## src/rtl/rvs_xrf_rt_receiver_pkg.sv

```systemverilog
// Shared types and constants for the RVS side of the XRF retire channel.
package rvs_xrf_rt_receiver_pkg;

  localparam int unsigned NUM_RT_XRF = 4;
  localparam int unsigned XLEN       = 32;
  localparam int unsigned REGIDX_W   = 5;

  typedef struct packed {
    logic [XLEN-1:0]     rt_data;
    logic [REGIDX_W-1:0] rt_index;
  } RT_XRF_t;

endpackage

```

## src/rtl/rvs_xrf_rt_receiver_if.sv

```systemverilog
// XRF retire channel from the vector backend: per-lane valid/data, per-lane ready back.
interface rvs_xrf_rt_receiver_if #(
  parameter int unsigned NUM_RT_XRF = rvs_xrf_rt_receiver_pkg::NUM_RT_XRF
);

  logic [NUM_RT_XRF-1:0]           rt_xrf_valid_rvv2rvs;
  rvs_xrf_rt_receiver_pkg::RT_XRF_t rt_xrf_rvv2rvs [NUM_RT_XRF];
  logic [NUM_RT_XRF-1:0]           rt_xrf_ready_rvs2rvv;

  modport master (
    output rt_xrf_valid_rvv2rvs,
    output rt_xrf_rvv2rvs,
    input  rt_xrf_ready_rvs2rvv
  );

  modport slave (
    input  rt_xrf_valid_rvv2rvs,
    input  rt_xrf_rvv2rvs,
    output rt_xrf_ready_rvs2rvv
  );

endinterface

```

## src/rtl/rvs_xrf_rt_receiver_fifo.sv

```systemverilog
// In-order FIFO: up to N entries pushed per cycle (lanes 0..push_n-1), one popped per cycle.
module rvs_multi_push_fifo #(
  parameter int unsigned N     = 4,
  parameter int unsigned DEPTH = 8,
  localparam int unsigned PW   = $clog2(DEPTH),
  localparam int unsigned CW   = $clog2(DEPTH) + 1,
  localparam int unsigned NW   = $clog2(N + 1)
) (
  input  logic                             clk,
  input  logic                             rst_n,
  input  logic [NW-1:0]                    push_n_i,
  input  rvs_xrf_rt_receiver_pkg::RT_XRF_t push_data_i [N],
  input  logic                             pop_i,
  output rvs_xrf_rt_receiver_pkg::RT_XRF_t head_o,
  output logic [CW-1:0]                    count_o
);

  import rvs_xrf_rt_receiver_pkg::*;

  logic [PW-1:0] wr_ptr_q, rd_ptr_q;
  logic [CW-1:0] count_q;
  RT_XRF_t       mem_q [DEPTH];

  always_ff @(posedge clk) begin
    if (!rst_n) begin
      wr_ptr_q <= '0;
      rd_ptr_q <= '0;
      count_q  <= '0;
    end else begin
      wr_ptr_q <= wr_ptr_q + PW'(push_n_i);
      rd_ptr_q <= rd_ptr_q + PW'(pop_i);
      count_q  <= count_q + CW'(push_n_i) - CW'(pop_i);
    end
  end

  // Storage is intentionally not reset; pointers alone define validity.
  always_ff @(posedge clk) begin
    for (int unsigned i = 0; i < N; i++) begin
      if (NW'(i) < push_n_i) begin
        mem_q[wr_ptr_q + PW'(i)] <= push_data_i[i];
      end
    end
  end

  assign head_o  = mem_q[rd_ptr_q];
  assign count_o = count_q;

endmodule

```

## src/rtl/rvs_xrf_rt_receiver.sv

```systemverilog
// Scalar-side XRF retire receiver: credit-style ready, in-order buffering, x0 drop, RF write handshake.
module rvs_xrf_rt_receiver #(
  parameter int unsigned NUM_RT_XRF = rvs_xrf_rt_receiver_pkg::NUM_RT_XRF,
  parameter int unsigned XLEN       = rvs_xrf_rt_receiver_pkg::XLEN,
  parameter int unsigned DEPTH      = 8,
  localparam int unsigned CW        = $clog2(DEPTH) + 1,
  localparam int unsigned NW        = $clog2(NUM_RT_XRF + 1)
) (
  input  logic                  clk,
  input  logic                  rst_n,
  rvs_xrf_rt_receiver_if.slave  rt_if,
  output logic                  xrf_wr_en,
  output logic [4:0]            xrf_wr_addr,
  output logic [XLEN-1:0]       xrf_wr_data,
  input  logic                  xrf_wr_ready,
  output logic [CW-1:0]         fifo_count,
  output logic                  busy
);

  import rvs_xrf_rt_receiver_pkg::*;

  logic                  rst_n_q;
  logic [NUM_RT_XRF-1:0] ready;
  logic [NUM_RT_XRF-1:0] valid;
  logic [NW-1:0]         push_n;
  logic                  pop;
  logic                  head_vld;
  logic                  head_is_x0;
  RT_XRF_t               head;
  logic [CW-1:0]         count;

  always_ff @(posedge clk) begin
    if (!rst_n) rst_n_q <= 1'b0;
    else        rst_n_q <= 1'b1;
  end

  assign valid = rt_if.rt_xrf_valid_rvv2rvs;

  // Ready depends only on registered occupancy, so a same-cycle pop earns no credit.
  always_comb begin
    ready = '0;
    for (int unsigned i = 0; i < NUM_RT_XRF; i++) begin
      ready[i] = rst_n_q && ((int'(DEPTH) - int'(count)) >= (int'(i) + 1));
    end
  end

  always_comb begin
    push_n = '0;
    for (int unsigned i = 0; i < NUM_RT_XRF; i++) begin
      if (valid[i] && ready[i]) push_n = push_n + NW'(1);
    end
  end

  assign rt_if.rt_xrf_ready_rvs2rvv = ready;

  rvs_multi_push_fifo #(
    .N     (NUM_RT_XRF),
    .DEPTH (DEPTH)
  ) u_fifo (
    .clk         (clk),
    .rst_n       (rst_n),
    .push_n_i    (push_n),
    .push_data_i (rt_if.rt_xrf_rvv2rvs),
    .pop_i       (pop),
    .head_o      (head),
    .count_o     (count)
  );

  assign head_vld   = rst_n && (count != '0);
  assign head_is_x0 = (head.rt_index == '0);
  assign pop        = head_vld && (head_is_x0 || xrf_wr_ready);

  assign xrf_wr_en   = head_vld && !head_is_x0;
  assign xrf_wr_addr = xrf_wr_en ? head.rt_index : '0;
  assign xrf_wr_data = xrf_wr_en ? head.rt_data  : '0;
  assign fifo_count  = count;
  assign busy        = (count != '0);

  a_valid_prefix: assert property (@(posedge clk) disable iff (!rst_n)
    ((valid & (valid + NUM_RT_XRF'(1))) == '0));

  a_count_bound: assert property (@(posedge clk) disable iff (!rst_n)
    (count <= CW'(DEPTH)));

  a_no_push_unready: assert property (@(posedge clk) disable iff (!rst_n)
    (ready == '0) |-> (push_n == '0));

  a_wr_stable: assert property (@(posedge clk) disable iff (!rst_n)
    (xrf_wr_en && !xrf_wr_ready) |=> ($stable(xrf_wr_addr) && $stable(xrf_wr_data)));

endmodule
```

## src/flat_wrapper.sv

```systemverilog
// flat-port wrapper written by rule: the top's interface ports become plain ports
module rvs_xrf_rt_receiver_flat import rvs_xrf_rt_receiver_pkg::*;
#(
  parameter int unsigned NUM_RT_XRF = rvs_xrf_rt_receiver_pkg::NUM_RT_XRF,
  parameter int unsigned XLEN       = rvs_xrf_rt_receiver_pkg::XLEN,
  parameter int unsigned DEPTH      = 8,
  localparam int unsigned CW        = $clog2(DEPTH) + 1,
  localparam int unsigned NW        = $clog2(NUM_RT_XRF + 1)
)
  (clk, rst_n, xrf_wr_en, xrf_wr_addr, xrf_wr_data, xrf_wr_ready, fifo_count, busy, rt_if_rt_xrf_valid_rvv2rvs, rt_if_rt_xrf_rvv2rvs, rt_if_rt_xrf_ready_rvs2rvv);
  rvs_xrf_rt_receiver_if #(.NUM_RT_XRF(NUM_RT_XRF)) rt_if_i ();
  input  logic clk;
  input  logic rst_n;
  output logic xrf_wr_en;
  output logic [4:0] xrf_wr_addr;
  output logic [XLEN-1:0] xrf_wr_data;
  input  logic xrf_wr_ready;
  output logic [CW-1:0] fifo_count;
  output logic busy;
  input wire logic [$bits(rt_if_i.rt_xrf_valid_rvv2rvs)-1:0] rt_if_rt_xrf_valid_rvv2rvs;
  input wire logic [$bits(rt_if_i.rt_xrf_rvv2rvs)-1:0] rt_if_rt_xrf_rvv2rvs;
  output wire logic [$bits(rt_if_i.rt_xrf_ready_rvs2rvv)-1:0] rt_if_rt_xrf_ready_rvs2rvv;
  assign rt_if_i.rt_xrf_valid_rvv2rvs = rt_if_rt_xrf_valid_rvv2rvs;
  assign rt_if_i.rt_xrf_rvv2rvs = {>>{rt_if_rt_xrf_rvv2rvs}};
  assign rt_if_rt_xrf_ready_rvs2rvv = rt_if_i.rt_xrf_ready_rvs2rvv;
  rvs_xrf_rt_receiver #(.NUM_RT_XRF(NUM_RT_XRF), .XLEN(XLEN), .DEPTH(DEPTH)) u_core (.clk(clk), .rst_n(rst_n), .rt_if(rt_if_i), .xrf_wr_en(xrf_wr_en), .xrf_wr_addr(xrf_wr_addr), .xrf_wr_data(xrf_wr_data), .xrf_wr_ready(xrf_wr_ready), .fifo_count(fifo_count), .busy(busy));
endmodule
```

## config.mk

```make
export PLATFORM = sky130hd
export DESIGN_NAME = rvs_xrf_rt_receiver_flat
export DESIGN_NICKNAME = d
export VERILOG_FILES = /design/src/rtl/rvs_xrf_rt_receiver_pkg.sv /design/src/rtl/rvs_xrf_rt_receiver_if.sv /design/src/rtl/rvs_xrf_rt_receiver_fifo.sv /design/src/rtl/rvs_xrf_rt_receiver.sv /design/src/flat_wrapper.sv
export SDC_FILE = /design/constraint.sdc
export NUM_CORES = 1
export LEC_CHECK = 0
export BUFFER_PORTS_ARGS = -buffer_cell sky130_fd_sc_hd__buf_2
export CAP_MARGIN = 10
export CORE_ASPECT_RATIO = 1.2
export CORE_MARGIN = 2
export CORE_UTILIZATION = 35
export CTS_CLUSTER_DIAMETER = 120
export DETAILED_ROUTE_END_ITERATION = 16
export PLACE_DENSITY = 0.59
export SETUP_SLACK_MARGIN = 0.02
export SYNTH_ARGS = -nofsm -noshare
export SYNTH_HDL_FRONTEND = slang
export SYNTH_SLANG_ARGS = --single-unit
```

## constraint.sdc

```tcl
create_clock -name clk -period 17.85 [get_ports clk]
set_clock_uncertainty 0.1 [all_clocks]
set_input_delay 0.8925 -clock clk [delete_from_list [all_inputs] [get_ports clk]]
set_output_delay 0.8925 -clock clk [all_outputs]
set_load 0.005 [all_outputs]
```

==> results of run 1 <==
critical path, cell delays in order, from the launching register on:
cell     delay, ns
dfxtp_4       1.03
buf_4         0.76
mux4_2        0.60
mux2i_1       0.41
nand2_1       0.11
nor2_1        0.14
or2_2         0.77
nor2_1        0.22
buf_2         0.20
stage by stage:
stage | util | total power, mW
floorplan | - | 1.94
global placement | 0.375 | 2.32
detailed placement | 0.375 | 2.35
CTS | 0.393 | 3.05
global route | 0.393 | 3.18
finish | 0.393 | 3.06
placed cells by master (no fill, tap or decap), types with 3 or more instances in the layout:
master / n
clkinv_1: 6
o211ai_1: 6
edfxtp_1: 296
mux4_2: 74
a221oi_2: 39
inv_1: 18
clkbuf_16: 37
dfxtp_1: 7
nand2b_1: 8
ha_1: 18
clkbuf_1: 8
and3_1: 5
xnor2_1: 6
nor2_4: 3
a21oi_1: 5
nand3_2: 5
clkinv_2: 7
buf_2: 201
and2_1: 12
nand2_1: 15
buf_4: 45
nor3_1: 8
xor2_1: 5
o211ai_4: 5
nor2_1: 423
nand3_1: 8
mux2i_1: 333
a221oi_1: 257
o21ai_0: 6
o21ai_4: 5
kinds of logic (layout without fill, tap and decap cells):
logic type / after synthesis / after routing
xor+xnor: 11 / 11
simple gates: 500 / 500
other cells: 0 / 1
compound gates: 348 / 348
mux: 407 / 407
buf+inv: 300 / 326
flops: 307 / 307
fa+ha+maj: 20 / 20
flip-flops by register name (all words and copies together), names as in the netlist:
| name | flops |
|---|---|
| u_core.u_fifo.wr_ptr_q | 3 |
| u_core.u_fifo.count_o | 4 |
| u_core.u_fifo.rd_ptr_q | 3 |
| u_core.rst_n_q | 1 |
| u_core.u_fifo.mem_q | 296 |
cells in the mapped netlist (all sizes together) (9+ instances only):
library cell / number
a221oi: 296
and2: 12
buf: 143
clkbuf: 137
dfxtp: 11
edfxtp: 296
ha: 18
inv: 20
mux2i: 333
mux4: 74
nand2: 17
nand2b: 9
nand3: 13
nor2: 426
nor3: 9
o211ai: 11
o21ai: 12
area by class of cell:
class                      count  area (um^2)  area share
tap                          800         1000      0.0426
antenna                        1         2.50    0.000107
clock buffer                  45          956      0.0407
inverter                      20         75.1     0.00320
clock inverter                15          118     0.00501
multi-input combinational   1286        10900       0.463
timing repair buffer         246         1340      0.0573
sequential                   307         9120       0.389
worst paths after layout:
kind              depth (start not counted)  slack (ns)                          to
setup / recovery                          8       11.97              xrf_wr_data[0]
hold / removal                            1        0.49              u_core.rst_n_q
hold reg to reg                           2        0.71   u_core.u_fifo.rd_ptr_q[2]
setup reg to reg                         18       12.04  u_core.u_fifo.mem_q[5][25]
report_power, final:
| group | internal (mW) | switching, mW | total (mW) |
|---|---|---|---|
| Clock | 0.405 | 0.303 | 0.709 |
| Combinational | 0.447 | 0.757 | 1.20 |
| Sequential | 1.06 | 0.0818 | 1.14 |
routing by layer:
metal  share of wire  vias up  GRT usage
met3           0.081      303     0.0447
met2            0.50     1034      0.437
li1                -     7339          -
met5         0.00062        -          0
met1            0.37     8896      0.296
met4           0.052        8      0.125
==> metrics.cfg, run 1 <==
[floorplan]
die_y_um = 273
dieWidth_um = 228
die-area_mm2 = 0.0624
core_mm2 = 0.0597
num_rows = 98
io_pins = 202
start_util = 0.354

[setup_path]
crit_fanout = 43
rr_startpoint = u_core.u_fifo.count_o[1]
crit_path_start_kind = flop
required_ns = 16.86
startpoint = u_core.u_fifo.rd_ptr_q[0]
criticalPathCategory = reg -> out
crit_arrival_ns = 4.88
endpoint_kind = output pin

[synth]
yosys.area_share.simple = 0.0947
synth_top_family_by_area = multiplexers
synth_area_leader_cell = edfxtp_1
post_synth_instance_area_mm2 = 0.0211
synth_enable_flop_cells = 296
synthFlopType = edfxtp_1
synth_xor_area_frac = 0.00456
synthDistinctLibCells = 58
ys_warn_count = 0
synth_top_area_share = 0.421
synthArstFlopShare = 0
yosys_register_bits = 307
synth_compound_area_frac = 0.156
synthAdderAreaFrac = 0.0126
syn_nets = 2068
synth_area_leaders = edfxtp_1, mux2i_1, a221oi_1
synthMuxAreaShare = 0.237
syn_avg_cell_area_um2 = 11.2
syn_inst = 1893
seq_area_frac_synth = 0.431

[clock_tree]
clock_latency_ns = 0.54
cts.sinks = 307
cts_root_buf = clkbuf_16
cts_tree = done
htree_levels = 2
cts_buffer_depth = 3
ctsHoldBuffers = 0
post-cts-setup-buffers = 0
cts_buffers = 34
ctsResizeCount = 0
cts.clk_slew.worst_paths_ns = 0.06

[power]
powerDensity_mw_per_mm2 = 130
peakVddDrop_uv = 140
p_leak_nw = 9.85

[sta]
whs_ns = 0.493
rsz0062_at_grt = false
tightest_slew_ns = 1.20
setup_viol = 0
slew_viol_final = 0
min_period_ns = 5.88
layout_worst_path_cycle_share = 0.329
fmax_mhz = 170
final_hold_viol_count = 0
slew_headroom = 0.200
fin_setup_tns_ns = 0
worst_slack_ns = 11.97

[layout]
fillCellCount = 5729
nets = 2070
drive_gt1_frac = 0.236
fin_area_mm2 = 0.0235
instances_no_fill = 2720
area.growth.synth_to_final_pct = 11.1

[detailed_routing]
viasPerCell = 6.46
drcViolationCount = 0
drtAntennaViolNets = 0
wl_per_cell_um = 29.7
drtIter0Drc = 1932
vias = 17600
dr.pass1.iters = 6
wirelength_um = 80700

[run_status]
status = completed

[place]
dp_worst_setup_slack_ns = 12.16
portBuffers = 201
dp_cells = 2659
hpwl_um = 47700
finalWeightedCongestion = 0.856
placed_cell_area_mm2 = 0.0224

[global_routing]
grt_max_degree = 55
overflow = 0
grt_first_pass_wirelength_um = 117000
grt_pass1_vias = 18100
track_usage = 0.250
antenna_found_initial = 5

[worst_hold_path]
min_from = rst_n
hp-class = in -> reg

[run]
max_cap_viol_count = 0

Power figures use the tool's default switching activity.
==> inputs of run 2 (changes only) <==
==> constraint.sdc (replaced) <==
create_clock -name clk -period 6 [get_ports clk]
set_clock_uncertainty 0.1 [all_clocks]
set_input_delay 0.3 -clock clk [delete_from_list [all_inputs] [get_ports clk]]
set_output_delay 0.3 -clock clk [all_outputs]
set_load 0.005 [all_outputs]
==> metrics.cfg, run 2 (synthesis results as in run 1) <==
[setup_path]
startpoint = u_core.u_fifo.count_o[1]  ; was u_core.u_fifo.rd_ptr_q[0]
worstSetupEndpoint = u_core.u_fifo.mem_q[0][1]  ; was xrf_wr_data[0]
worstRegToRegCells = 18  ; unchanged
endpoint_kind = flop  ; was output pin
rr_endpoint = u_core.u_fifo.mem_q[0][1]  ; was u_core.u_fifo.mem_q[5][25]
slowest_delay_ns = 0.54  ; was 1.03 ns
cpMostUsedCell = ha_1  ; was nor2_1
path_cells = inv_1 > ha_1 > nand2b_1 > o41ai_1 > a21oi_1 > and2_1 > ha_1 > a21bo_2 > o21ai_0 > ha_1 > a21oi_1 > o21a_1 > or2_4 > inv_2 > or3_2 > o311a_2 > buf_4 > a221oi_1  ; was buf_4 > mux4_2 > mux2i_1 > nand2_1 > nor2_1 > or2_2 > nor2_1 > buf_2
crit_arrival_ns = 5.13  ; was 4.88 ns
crit_path_start_kind = flop  ; unchanged
required_ns = 6.21  ; was 16.86 ns
rrSetupSlack_ns = 1.07  ; was 12.04 ns
rr_startpoint = u_core.u_fifo.count_o[1]  ; unchanged
crit_slowest_cell = or3_2  ; was dfxtp_4
crit_fanout = 37  ; was 43
criticalPathCategory = reg -> reg  ; was reg -> out

[worst_hold_path]
min_from = rt_if_rt_xrf_rvv2rvs[3]  ; was rst_n
hp-class = in -> reg  ; unchanged

[sta]
setup_viol = 0  ; unchanged
worst_slack_ns = 1.07  ; was 11.97 ns
slew_viol_final = 0  ; unchanged
fmax_mhz = 203
min_period_ns = 4.93
whs_ns = 0.136  ; was 0.493 ns
rsz0062_at_grt = false  ; unchanged
fin_setup_tns_ns = 0  ; unchanged
slew_headroom = 0.254  ; was 0.200
final_hold_viol_count = 0  ; unchanged
layout_worst_path_cycle_share = 0.821
tightest_slew_ns = 1.12  ; was 1.20 ns

[global_routing]
track_usage = 0.258  ; was 0.250
overflow = 0  ; unchanged
grt_max_degree = 52  ; was 55
grt_pass1_vias = 18200  ; was 18100
grt_first_pass_wirelength_um = 121000  ; was 117000 um
antenna_found_initial = 18  ; was 5

[place]
hpwl_um = 48600  ; was 47700 um
dp_worst_setup_slack_ns = 1.10  ; was 12.16 ns
finalWeightedCongestion = 0.897  ; was 0.856
placed_cell_area_mm2 = 0.0226  ; was 0.0224 mm^2
dp_cells = 2671  ; was 2659
portBuffers = 201  ; unchanged

[layout]
final_common_cell = nor2_1  ; unchanged
multiInputGateArea_mm2 = 0.0109  ; about the same
nets = 2083  ; was 2070
largest_reg_flops = 296  ; unchanged
fin_area_mm2 = 0.0237  ; was 0.0235 mm^2
area.growth.synth_to_final_pct = 11.9  ; was 11.1%
drive_gt1_frac = 0.240  ; was 0.236
final_cell_mix = nor2_1, mux2i_1, edfxtp_1  ; unchanged
top_register = u_core.u_fifo.mem_q  ; unchanged
register_area_mm2 = 0.00912  ; about the same
fillCellCount = 5733  ; was 5729
instances_no_fill = 2739  ; was 2720
post-route-util = 0.396  ; was 0.393

[floorplan]
die-area_mm2 = 0.0624  ; unchanged
die_y_um = 273  ; unchanged
io_pins = 202  ; unchanged
dieWidth_um = 228  ; unchanged
core_mm2 = 0.0597  ; unchanged
start_util = 0.354  ; unchanged
num_rows = 98  ; unchanged

[detailed_routing]
wirelength_um = 82700  ; was 80700 um
vias = 17700  ; was 17600
drcViolationCount = 0  ; unchanged
viasPerCell = 6.47  ; was 6.46
dr.pass1.iters = 6  ; unchanged
drtAntennaViolNets = 0  ; unchanged
drtIter0Drc = 2209  ; was 1932
wl_per_cell_um = 30.2  ; was 29.7 um

[power]
p_leak_nw = 9.93  ; was 9.85 nW
finalPower_mw = 9.14  ; was 3.06 mW
powerDensity_mw_per_mm2 = 387  ; was 130 mW/mm^2
peakVddDrop_uv = 230  ; was 140 uV

[clock_tree]
ctsResizeCount = 0  ; unchanged
post-cts-setup-buffers = 0  ; unchanged
clock_latency_ns = 0.54  ; about the same
ctsHoldBuffers = 1  ; was 0
cts_buffer_depth = 3  ; unchanged
cts_tree = done  ; unchanged
htree_levels = 2  ; unchanged
cts_buffers = 34  ; unchanged
cts.sinks = 307  ; unchanged
cts_root_buf = clkbuf_16  ; unchanged
cts.clk_slew.worst_paths_ns = 0.06  ; about the same

[run_status]
status = completed  ; unchanged

[run]
max_cap_viol_count = 0  ; unchanged

[run 2: metal layers]
layer | GRT usage | up-vias | part of all wire
met5 | 0 | - | 0.0014
met4 | 0.141 | 18 | 0.055
met3 | 0.0560 | 326 | 0.093
met2 | 0.442 | 1159 | 0.49
met1 | 0.302 | 8843 | 0.36
li1 | - | 7374 | -
[run 2: area by class of cell]
cell class | instances | area share
antenna | 7 | 0.000740
clock buffer | 42 | 0.0372
clock inverter | 18 | 0.00735
inverter | 20 | 0.00317
multi-input combinational | 1286 | 0.459
sequential | 307 | 0.386
tap | 800 | 0.0423
timing repair buffer | 259 | 0.0642
[run 2: power by group]
part / switching, mW / internal (mW) / total [mW]
combinational: 2.28 / 1.37 / 3.65
clock: 0.906 / 1.18 / 2.08
sequential: 0.253 / 3.16 / 3.41
total: 3.44 / 5.71 / 9.14
[run 2: worst max-delay path, delay by kind of cell, from the launching register on]
kind | cells | cell delay, ns
buffers and inverters | 3 | 0.71
adder cells (fa/ha/maj) | 3 | 0.73
AO/OA/AOI/OAI | 8 | 1.57
AND/OR/NAND/NOR | 4 | 1.22
flip-flops | 1 | 0.37
[run 2: worst min path at each step]
stage / to / slack, ns / cells past startpoint
global placement: u_core.rst_n_q / 0.45 / 1
detailed placement: u_core.rst_n_q / 0.45 / 1
floorplan: u_core.rst_n_q / 0.23 / 0
global route: u_core.u_fifo.mem_q[1][9] / 0.14 / 3
CTS: u_core.u_fifo.mem_q[2][19] / 0.12 / 3
finish: u_core.u_fifo.mem_q[3][3] / 0.14 / 3
